## src/rtl/rs_pkg.sv

```systemverilog
// Shared constants, types and GF(2^5) arithmetic for the RS(31,27) encoder.
package rs_pkg;

    localparam int unsigned SYM_W = 5;
    localparam int unsigned NPAR  = 4;
    localparam int unsigned N_MAX = 31;

    // p(x) = x^5 + x^2 + 1
    localparam logic [SYM_W:0] FIELD_POLY = 6'b10_0101;

    typedef logic [SYM_W-1:0] sym_t;

    // g(x) = x^4 + G3 x^3 + G2 x^2 + G1 x + G0
    localparam sym_t G0 = 5'd17;
    localparam sym_t G1 = 5'd9;
    localparam sym_t G2 = 5'd6;
    localparam sym_t G3 = 5'd30;

    typedef enum logic {DATA, PARITY} rs_state_e;

    function automatic sym_t gf_mul(input sym_t a, input sym_t b);
        sym_t acc;
        sym_t sh;
        acc = '0;
        sh  = a;
        for (int i = 0; i < SYM_W; i++) begin
            if (b[i]) acc = acc ^ sh;
            sh = sh[SYM_W-1] ? ((sh << 1) ^ FIELD_POLY[SYM_W-1:0]) : (sh << 1);
        end
        return acc;
    endfunction

endpackage

```

## src/rtl/rs_encoder_if.sv

```systemverilog
// Symbol stream handshake between a data source, the RS encoder and its sink.
interface rs_encoder_if;
    import rs_pkg::*;

    logic in_valid;
    sym_t in_sym;
    logic in_ready;
    logic out_valid;
    sym_t out_sym;
    logic out_last;
    logic out_ready;

    modport master (
        output in_valid, in_sym, out_ready,
        input  in_ready, out_valid, out_sym, out_last
    );

    modport slave (
        input  in_valid, in_sym, out_ready,
        output in_ready, out_valid, out_sym, out_last
    );

endinterface

```

## src/rtl/gfadder.sv

```systemverilog
// GF(2^5) addition.
module gfadder
    import rs_pkg::*;
(
    input  sym_t a,
    input  sym_t b,
    output sym_t y
);

    assign y = a ^ b;

endmodule

```

## src/rtl/lcpmult.sv

```systemverilog
// GF(2^5) multiplier; with one operand tied to a constant it reduces to an XOR network.
module lcpmult
    import rs_pkg::*;
(
    input  sym_t a,
    input  sym_t b,
    output sym_t y
);

    assign y = gf_mul(a, b);

endmodule

```

## src/rtl/rs_parity_lfsr.sv

```systemverilog
// Four-stage parity register: divides the message by g(x) on load, drains p3 first on shift.
module rs_parity_lfsr
    import rs_pkg::*;
(
    input  logic clock,
    input  logic reset_n,
    input  logic load,
    input  logic shift,
    input  sym_t fb,
    output sym_t p3
);

    sym_t p0_q, p1_q, p2_q, p3_q;
    sym_t m0, m1, m2, m3;
    sym_t n1, n2, n3;

    lcpmult u_mul0 (.a(fb), .b(G0), .y(m0));
    lcpmult u_mul1 (.a(fb), .b(G1), .y(m1));
    lcpmult u_mul2 (.a(fb), .b(G2), .y(m2));
    lcpmult u_mul3 (.a(fb), .b(G3), .y(m3));

    gfadder u_add1 (.a(p0_q), .b(m1), .y(n1));
    gfadder u_add2 (.a(p1_q), .b(m2), .y(n2));
    gfadder u_add3 (.a(p2_q), .b(m3), .y(n3));

    always_ff @(posedge clock or negedge reset_n) begin
        if (!reset_n) begin
            p0_q <= '0;
            p1_q <= '0;
            p2_q <= '0;
            p3_q <= '0;
        end else if (load) begin
            p3_q <= n3;
            p2_q <= n2;
            p1_q <= n1;
            p0_q <= m0;
        end else if (shift) begin
            p3_q <= p2_q;
            p2_q <= p1_q;
            p1_q <= p0_q;
            p0_q <= '0;
        end
    end

    assign p3 = p3_q;

endmodule

```

## src/rtl/rs_encoder.sv

```systemverilog
// Systematic RS encoder over GF(2^5), t=2: K data symbols pass through, then 4 parity symbols.
module rs_encoder
    import rs_pkg::*;
#(
    parameter int unsigned K = 27
) (
    input  logic      clock,
    input  logic      reset_n,
    rs_encoder_if.slave bus
);

    localparam int unsigned CNT_W = $clog2(N_MAX);
    localparam logic [CNT_W-1:0] DATA_LAST = CNT_W'(K - 1);
    localparam logic [CNT_W-1:0] PAR_LAST  = CNT_W'(NPAR - 1);

    rs_state_e        state_q;
    logic [CNT_W-1:0] cnt_q;
    sym_t             out_sym_q;
    logic             out_valid_q;
    logic             out_last_q;

    sym_t p3, fb;
    logic slot_free, in_ready, accept, par_emit;

    // in_ready is gated by reset_n so it reads 0 while reset is held.
    always_comb begin
        slot_free = !out_valid_q || bus.out_ready;
        in_ready  = reset_n && (state_q == DATA) && slot_free;
        accept    = bus.in_valid && in_ready;
        par_emit  = (state_q == PARITY) && slot_free;
    end

    gfadder u_fb (.a(bus.in_sym), .b(p3), .y(fb));

    rs_parity_lfsr u_lfsr (
        .clock  (clock),
        .reset_n(reset_n),
        .load   (accept),
        .shift  (par_emit),
        .fb     (fb),
        .p3     (p3)
    );

    always_ff @(posedge clock or negedge reset_n) begin
        if (!reset_n) begin
            state_q     <= DATA;
            cnt_q       <= '0;
            out_sym_q   <= '0;
            out_valid_q <= 1'b0;
            out_last_q  <= 1'b0;
        end else if (slot_free) begin
            unique case (state_q)
                DATA: begin
                    if (accept) begin
                        out_sym_q   <= bus.in_sym;
                        out_valid_q <= 1'b1;
                        out_last_q  <= 1'b0;
                        if (cnt_q == DATA_LAST) begin
                            state_q <= PARITY;
                            cnt_q   <= '0;
                        end else begin
                            cnt_q <= cnt_q + 1'b1;
                        end
                    end else begin
                        out_valid_q <= 1'b0;
                        out_last_q  <= 1'b0;
                    end
                end
                PARITY: begin
                    out_sym_q   <= p3;
                    out_valid_q <= 1'b1;
                    out_last_q  <= (cnt_q == PAR_LAST);
                    if (cnt_q == PAR_LAST) begin
                        state_q <= DATA;
                        cnt_q   <= '0;
                    end else begin
                        cnt_q <= cnt_q + 1'b1;
                    end
                end
                default: begin
                    state_q <= DATA;
                    cnt_q   <= '0;
                end
            endcase
        end
    end

    assign bus.in_ready  = in_ready;
    assign bus.out_sym   = out_sym_q;
    assign bus.out_valid = out_valid_q;
    assign bus.out_last  = out_last_q;

endmodule

```

## src/flat_wrapper.sv

```systemverilog
// flat-port wrapper written by rule: the top's interface ports become plain ports
module rs_encoder_flat import rs_pkg::*;
#(
    parameter int unsigned K = 27
)
  (clock, reset_n, bus_in_valid, bus_in_sym, bus_out_ready, bus_in_ready, bus_out_valid, bus_out_sym, bus_out_last);
  rs_encoder_if bus_i ();
  input  logic clock;
  input  logic reset_n;
  input wire logic [$bits(bus_i.in_valid)-1:0] bus_in_valid;
  input wire logic [$bits(bus_i.in_sym)-1:0] bus_in_sym;
  input wire logic [$bits(bus_i.out_ready)-1:0] bus_out_ready;
  output wire logic [$bits(bus_i.in_ready)-1:0] bus_in_ready;
  output wire logic [$bits(bus_i.out_valid)-1:0] bus_out_valid;
  output wire logic [$bits(bus_i.out_sym)-1:0] bus_out_sym;
  output wire logic [$bits(bus_i.out_last)-1:0] bus_out_last;
  assign bus_i.in_valid = bus_in_valid;
  assign bus_i.in_sym = bus_in_sym;
  assign bus_i.out_ready = bus_out_ready;
  assign bus_in_ready = bus_i.in_ready;
  assign bus_out_valid = bus_i.out_valid;
  assign bus_out_sym = bus_i.out_sym;
  assign bus_out_last = bus_i.out_last;
  rs_encoder #(.K(K)) u_core (.clock(clock), .reset_n(reset_n), .bus(bus_i));
endmodule
```

## config.mk

```make
export PLATFORM = sky130hd
export DESIGN_NAME = rs_encoder_flat
export DESIGN_NICKNAME = d
export VERILOG_FILES = /design/src/rtl/rs_pkg.sv /design/src/rtl/rs_encoder_if.sv /design/src/rtl/gfadder.sv /design/src/rtl/lcpmult.sv /design/src/rtl/rs_parity_lfsr.sv /design/src/rtl/rs_encoder.sv /design/src/flat_wrapper.sv
export SDC_FILE = /design/constraint.sdc
export NUM_CORES = 1
export LEC_CHECK = 0
export ABC_AREA = 1
export CELL_PAD_IN_SITES_DETAIL_PLACEMENT = 1
export CELL_PAD_IN_SITES_GLOBAL_PLACEMENT = 1
export CORE_ASPECT_RATIO = 1.4
export CORE_MARGIN = 1.5
export CORE_UTILIZATION = 45
export DETAILED_ROUTE_END_ITERATION = 16
export HOLD_SLACK_MARGIN = 0.12
export PLACE_DENSITY = 0.94
export SYNTH_ARGS = -nofsm -noshare
export SYNTH_HDL_FRONTEND = slang
export SYNTH_SLANG_ARGS = --single-unit
export TNS_END_PERCENT = 20
```

## constraint.sdc

```tcl
create_clock -name clock -period 3.88 [get_ports clock]
set_input_delay 0.776 -clock clock [delete_from_list [all_inputs] [get_ports clock]]
set_output_delay 0.776 -clock clock [all_outputs]
set_load 0.02 [all_outputs]
```

==> results by group, run 1 <==
STA
  • Pins Over Slew Limit: 0
  • Hold slack: 0.415 ns
  • Min cycle time layout: 3.04 ns
  • Finish-stage setup viols: 0
  • Worst Max-Slew Pin Slew: 0.423 ns
  • Rel. slew slack: 71.7%
  • Fin Setup TNS: 0 ns
  • RSZ-0062 raised after global routing: false
  • Clock skew: 0.00418 ns
  • Fmax: 0.328 GHz
  • Tcrit/Tclk final: 78.5%
  • Final Hold Vio Count: 0

Clock network
  • # Post-CTS Setup Buffers: 0
  • CTS Sinks: 33
  • Cts hold-fix bufs: 0
  • CTS tree: built
  • CTS Buf Count: 5
  • CTS clk-pin slew, worst paths: 0.07 ns
  • Post-CTS sizing: 0
  • H-tree Lvls: 2
  • Clock Path Buffers: 2
  • CTS Root Cell: clkbuf_8
  • Clock Latency Late Sink: 0.29 ns

Worst setup path
  • CP required: 3.10 ns
  • CP Capture Point: bus_in_ready
  • Worst reg2reg endpoint: u_core.cnt_q[0]$_DFFE_PN0P_
  • Reg2reg start: u_core.state_q$_DFFE_PN0N_
  • Critical Path Start Type: primary input
  • CP Data Arrival Time: 2.27 ns
  • Worst-path maximum fanout: 4
  • Critical path capture point type: primary output
  • Reg2reg path depth: 6
  • Critical Path Start: bus_out_ready
  • Critical path class: primary input to primary output
  • Worst R2R Setup Slack: 1.81 ns

Synth
  • Mapped Nets: 278
  • Netlist Area Pre-Place: 1990 sq um
  • Post-synthesis mux area share: 0%
  • Synth Instances: 267
  • Largest family of logic cells by synthesized area: simple AND/OR/NAND/NOR gates
  • Synth warn: 0
  • Compound-Gate Fraction of Synth Area: 11.0%
  • Avg Inst Size Synth: 7.44 sq um
  • Area leader, netlist: dfrtp_1
  • Yosys cell types: 30
  • Adder-cell share of the synthesized area: 1.26%
  • Register bit total from synthesis: 33
  • Leading post-synthesis cells by cell area: dfrtp_1 42%, nand2_1 16%, o21ai_0 5.5%
  • Post-synthesis xor/xnor area fraction: 5.67%
  • Simple-gate share of the synthesized area: 32.7%
  • Sequential area share after synthesis: 41.6%
  • Top cell type's share of synthesized area: 41.6%

Placed design
  • Port bufs: 16
  • Hpwl dp: 4010 um
  • Placed cell count: 339
  • Post-DP Area: 2190 sq um
  • Final Wtd Congestion: 0.872

Floorplan
  • Core area: 4240 sq um
  • Die height: 81.6 um
  • Starting density of the core: 46.9%
  • Die ar.: 4830 sq um
  • Die span in x: 59.2 um
  • Row cnt: 28
  • I/O Pins: 17

GRT
  • Vias in the first global route: 2,012
  • Largest net degree at the start of global routing: 28
  • Total GRT Usage: 26.8%
  • Total grt overflow: 0
  • Antenna violations before repair: 0
  • First-pass GRT wire length: 9630 um

Routing
  • Final wirelength: 5760 um
  • DRC Markers: 0
  • Total vias in the final route: 1,912
  • Drt pass-1 iters: 4
  • 1st-iter DRT viols: 68
  • Routed Antenna Nets: 0
  • Via/cell ratio: 5.51
  • Routed WL per cell: 16.6 um

Layout
  • Final Util: 54.5%
  • Proportion of layout cells with a drive suffix above 1: 9.41%
  • Most common cell after layout, fill and taps aside: nand2_1
  • Design Area, Final: 2310 sq um
  • Ant. Diodes: 0
  • Leading cell types in the layout, fill and taps excluded: 87 x nand2_1, 33 x dfrtp_1, 24 x inv_1, 23 x nor2_1, 22 x o21ai_0
  • Layout Nets: 297
  • Area grow syn2layout: 16.2%
  • Post-Layout Cell Count: 347

Power and ir drop
  • Clock power share: 16.9%
  • P_int: 1.06 mW
  • Leakage: 1.10 nW
  • Switching Share: 47.3%
  • PD cells: 874 nW/um^2
  • Sequential power share: 32.1%
  • Maximum vdd drop: 0.315 mV
  • Switching Power: 955 uW
  • Combinational share of power: 51.0%

Run status
  • Status: finished, final reports clean

Job
  • Max Cap Viol: 0

Min path
  • Hold crit path type: primary input to async pin
## sequential cells by signal (all words and copies together), names as in the netlist
name and count:
u_core.bus.out_last 1, u_core.bus.out_sym 5, u_core.bus.out_valid 1, u_core.cnt_q 5, u_core.state_q 1, u_core.u_lfsr.p0_q 5
u_core.u_lfsr.p1_q 5, u_core.u_lfsr.p2_q 5, u_core.u_lfsr.p3 5
## synth_stat cells (all sizes together)
| cell | n |
|---|---|
| o211ai | 1 |
| clkinv | 1 |
| or2 | 1 |
| nand4 | 7 |
| inv | 28 |
| buf | 6 |
| a211oi | 1 |
| xnor2 | 6 |
| nor3 | 3 |
| nand3 | 19 |
| a21oi | 4 |
| o21ai | 24 |
| xor2 | 6 |
| nand2 | 93 |
| o22ai | 3 |
| nor2 | 23 |
| dfrtp | 33 |
| o21a | 1 |
| ha | 2 |
| a31oi | 5 |
## worst max-delay path: stages
cell and delay, ns:
clkdlybuf4s50_1 0.46, inv_1 0.04, nand2_1 0.15, inv_1 0.12
nor2_1 0.11, clkdlybuf4s50_1 0.61
## logic make-up (layout without fill, tap and decap cells)
family,after synthesis,count (layout)
compound gates,39,39
xor+xnor,12,12
fa+ha+maj,2,2
buf+inv,35,55
flops,33,33
simple gates,146,146
## layout make-up
cell class / instances / area [sq um]
multi-input combinational: 199 / 1010
inverter: 29 / 116
sequential: 33 / 826
fill: 534 / 1930
timing repair buffer: 18 / 170
clock inverter: 1 / 30.0
clock buffer: 7 / 86.3
tap: 60 / 75.1
## stage by stage
step           setup slack, ns  total power, mW
6_report                 0.836             2.02
5_1_grt                  0.781             2.18
4_1_cts                  0.832             2.02
3_5_place_dp             0.843             1.65
3_3_place_gp             0.915             1.58
2_1_floorplan             1.80             1.35
## power groups by stage
stage | clock network [mW] | registers, mW | logic [mW]
4_1_cts | 0.348 | 0.646 | 1.03
3_5_place_dp | 0 | 0.649 | 1.00
5_1_grt | 0.361 | 0.668 | 1.15
2_1_floorplan | 0 | 0.639 | 0.710
3_3_place_gp | 0 | 0.631 | 0.951
6_report | 0.341 | 0.648 | 1.03
## metal layers
layer | GRT usage, % | vias to the layer above | wire length, um | share of wire, %
met3 | 4.41 | 20 | 148 | 2.6
met4 | 13.9 | 0 | 200 | 3.5
met2 | 47.4 | 44 | 3140 | 55
li1 | - | 898 | - | -
met5 | 0 | - | 0 | 0
met1 | 30.2 | 950 | 2260 | 39
## worst min path at each step
stage                                                   end  cells after the start  slack, ns
after floorplan           u_core.u_lfsr.p2_q[4]$_DFFE_PN0P_                      1       0.45
after global routing            u_core.cnt_q[3]$_DFFE_PN0P_                      1       0.43
final                           u_core.cnt_q[3]$_DFFE_PN0P_                      1       0.41
after global placement    u_core.u_lfsr.p2_q[4]$_DFFE_PN0P_                      1       0.47
after detailed placement  u_core.u_lfsr.p2_q[4]$_DFFE_PN0P_                      1       0.49
after CTS                 u_core.u_lfsr.p0_q[0]$_DFFE_PN0P_                      1       0.43
Note: power is estimated with default switching activity, not from simulation.
==> run 2: changes to the inputs <==
- CORE_UTILIZATION: 45 -> 42
- PLACE_DENSITY: 0.94 -> 0.89
- clock period: 3.88 -> 3.1 ns (I/O delays scaled with it)
==> results by group, run 2 (synthesized netlist as in run 1, its figures left out) <==
STA
  • Final setup margin: 0.355 ns
  • Final Hold Vio Count: 0
  • Fmax: 0.364 GHz
  • Rel. slew slack: 69.8%
  • Finish-stage setup viols: 0
  • Clock skew: 0.00405 ns
  • Worst Max-Slew Pin Slew: 0.453 ns
  • Min cycle time layout: 2.75 ns
  • Tcrit/Tclk final: 88.6%
  • Fin Setup TNS: 0 ns
  • Pins Over Slew Limit: 0
  • RSZ-0062 raised after global routing: false

Worst setup path
  • Critical path class: primary input to primary output
  • Critical Path Start Type: primary input
  • Reg2reg path depth: 7
  • Worst-path maximum fanout: 4
  • CP Data Arrival Time: 2.13 ns
  • CP required: 2.48 ns
  • Critical path capture point type: primary output

Routing
  • Routed WL per cell: 15.9 um
  • Drt pass-1 iters: 4
  • Final wirelength: 5560 um
  • Routed Antenna Nets: 0
  • 1st-iter DRT viols: 93
  • Via/cell ratio: 5.35
  • DRC Markers: 0
  • Total vias in the final route: 1,872

Layout
  • Ant. Diodes: 0
  • Most common cell after layout, fill and taps aside: nand2_1
  • Post-Layout Cell Count: 350
  • Area grow syn2layout: 15.1%
  • Leading cell types in the layout, fill and taps excluded: 87 x nand2_1, 33 x dfrtp_1, 24 x inv_1, 23 x nor2_1, 22 x o21ai_0
  • Proportion of layout cells with a drive suffix above 1: 9.72%
  • Layout Nets: 298

Clock network
  • CTS clk-pin slew, worst paths: 0.07 ns
  • Cts hold-fix bufs: 0
  • # Post-CTS Setup Buffers: 0
  • Post-CTS sizing: 0
  • H-tree Lvls: 2
  • CTS Buf Count: 5
  • Clock Latency Late Sink: 0.29 ns
  • CTS Root Cell: clkbuf_8
  • CTS tree: built
  • CTS Sinks: 33
  • Clock Path Buffers: 2

Placed design
  • Final Wtd Congestion: 0.791
  • Placed cell count: 342
  • Port bufs: 16
  • Pre-CTS setup slack: 0.336 ns
  • Hpwl dp: 4000 um

Floorplan
  • Die span in x: 61.1 um
  • Die ar.: 5160 sq um
  • I/O Pins: 17
  • Die height: 84.4 um
  • Starting density of the core: 43.8%
  • Core area: 4540 sq um
  • Row cnt: 29

Min path
  • Hold crit path type: primary input to async pin

Run status
  • Status: finished, final reports clean

GRT
  • Antenna violations before repair: 0
  • First-pass GRT wire length: 9540 um
  • Vias in the first global route: 2,015
  • Total grt overflow: 0
  • Largest net degree at the start of global routing: 28
  • Total GRT Usage: 24.6%

Power and ir drop
  • Maximum vdd drop: 0.342 mV
  • Leakage: 1.09 nW
  • Power after layout: 2.42 mW
  • PD cells: 1060 nW/um^2

Job
  • Max Cap Viol: 0
## run 2: cell type report
type                       count  area, sq um
inverter                      29          116
sequential                    33          826
timing repair buffer          19          178
clock buffer                   6         72.6
tap                           62         77.6
clock inverter                 2         10.0
fill                         593         2250
multi-input combinational    199         1010
## run 2: path summary, 6_finish.rpt
check	end	slack, ns	start
worst min register to register	u_core.u_lfsr.p2_q[4]$_DFFE_PN0P_	0.48	u_core.u_lfsr.p1_q[4]$_DFFE_PN0P_
worst max-delay path	bus_in_ready	0.35	bus_out_ready
min in group clock	u_core.u_lfsr.p2_q[4]$_DFFE_PN0P_	0.48	u_core.u_lfsr.p1_q[4]$_DFFE_PN0P_
worst max register to register	u_core.cnt_q[1]$_DFFE_PN0P_	1.04	u_core.state_q$_DFFE_PN0N_
worst min-delay path	u_core.u_lfsr.p1_q[2]$_DFFE_PN0P_	0.24	reset_n
max in group asynchronous	u_core.u_lfsr.p2_q[1]$_DFFE_PN0P_	2.24	reset_n
## run 2: metrics by stage
step | utilization [%] | hold slack, ns | area [sq um]
2_1_floorplan | - | 0.324 | 1990
3_3_place_gp | 48.6 | 0.469 | 2200
3_5_place_dp | 48.6 | 0.477 | 2200
4_1_cts | 50.4 | 0.256 | 2290
5_1_grt | 50.4 | 0.268 | 2290
6_report | 50.4 | 0.242 | 2290
## run 2: critical path: stages
cell             delay [ns]
clkdlybuf4s50_1        0.47
inv_1                  0.04
nand2_1                0.16
inv_1                  0.11
nor2_1                 0.11
clkdlybuf4s50_1        0.62
## run 2: where the power goes
part	switching (mW)	internal [mW]	total (mW)	leakage, nW
Combinational	0.852	0.447	1.30	0.648
Sequential	0.159	0.631	0.790	0.400
Clock	0.173	0.156	0.328	0.0450
## run 2: metal layers
layer,GRT usage [%],routed length (um)
met5,0,0
met3,4.62,196
met4,12.5,203
met1,28.0,2220
met2,42.0,2940
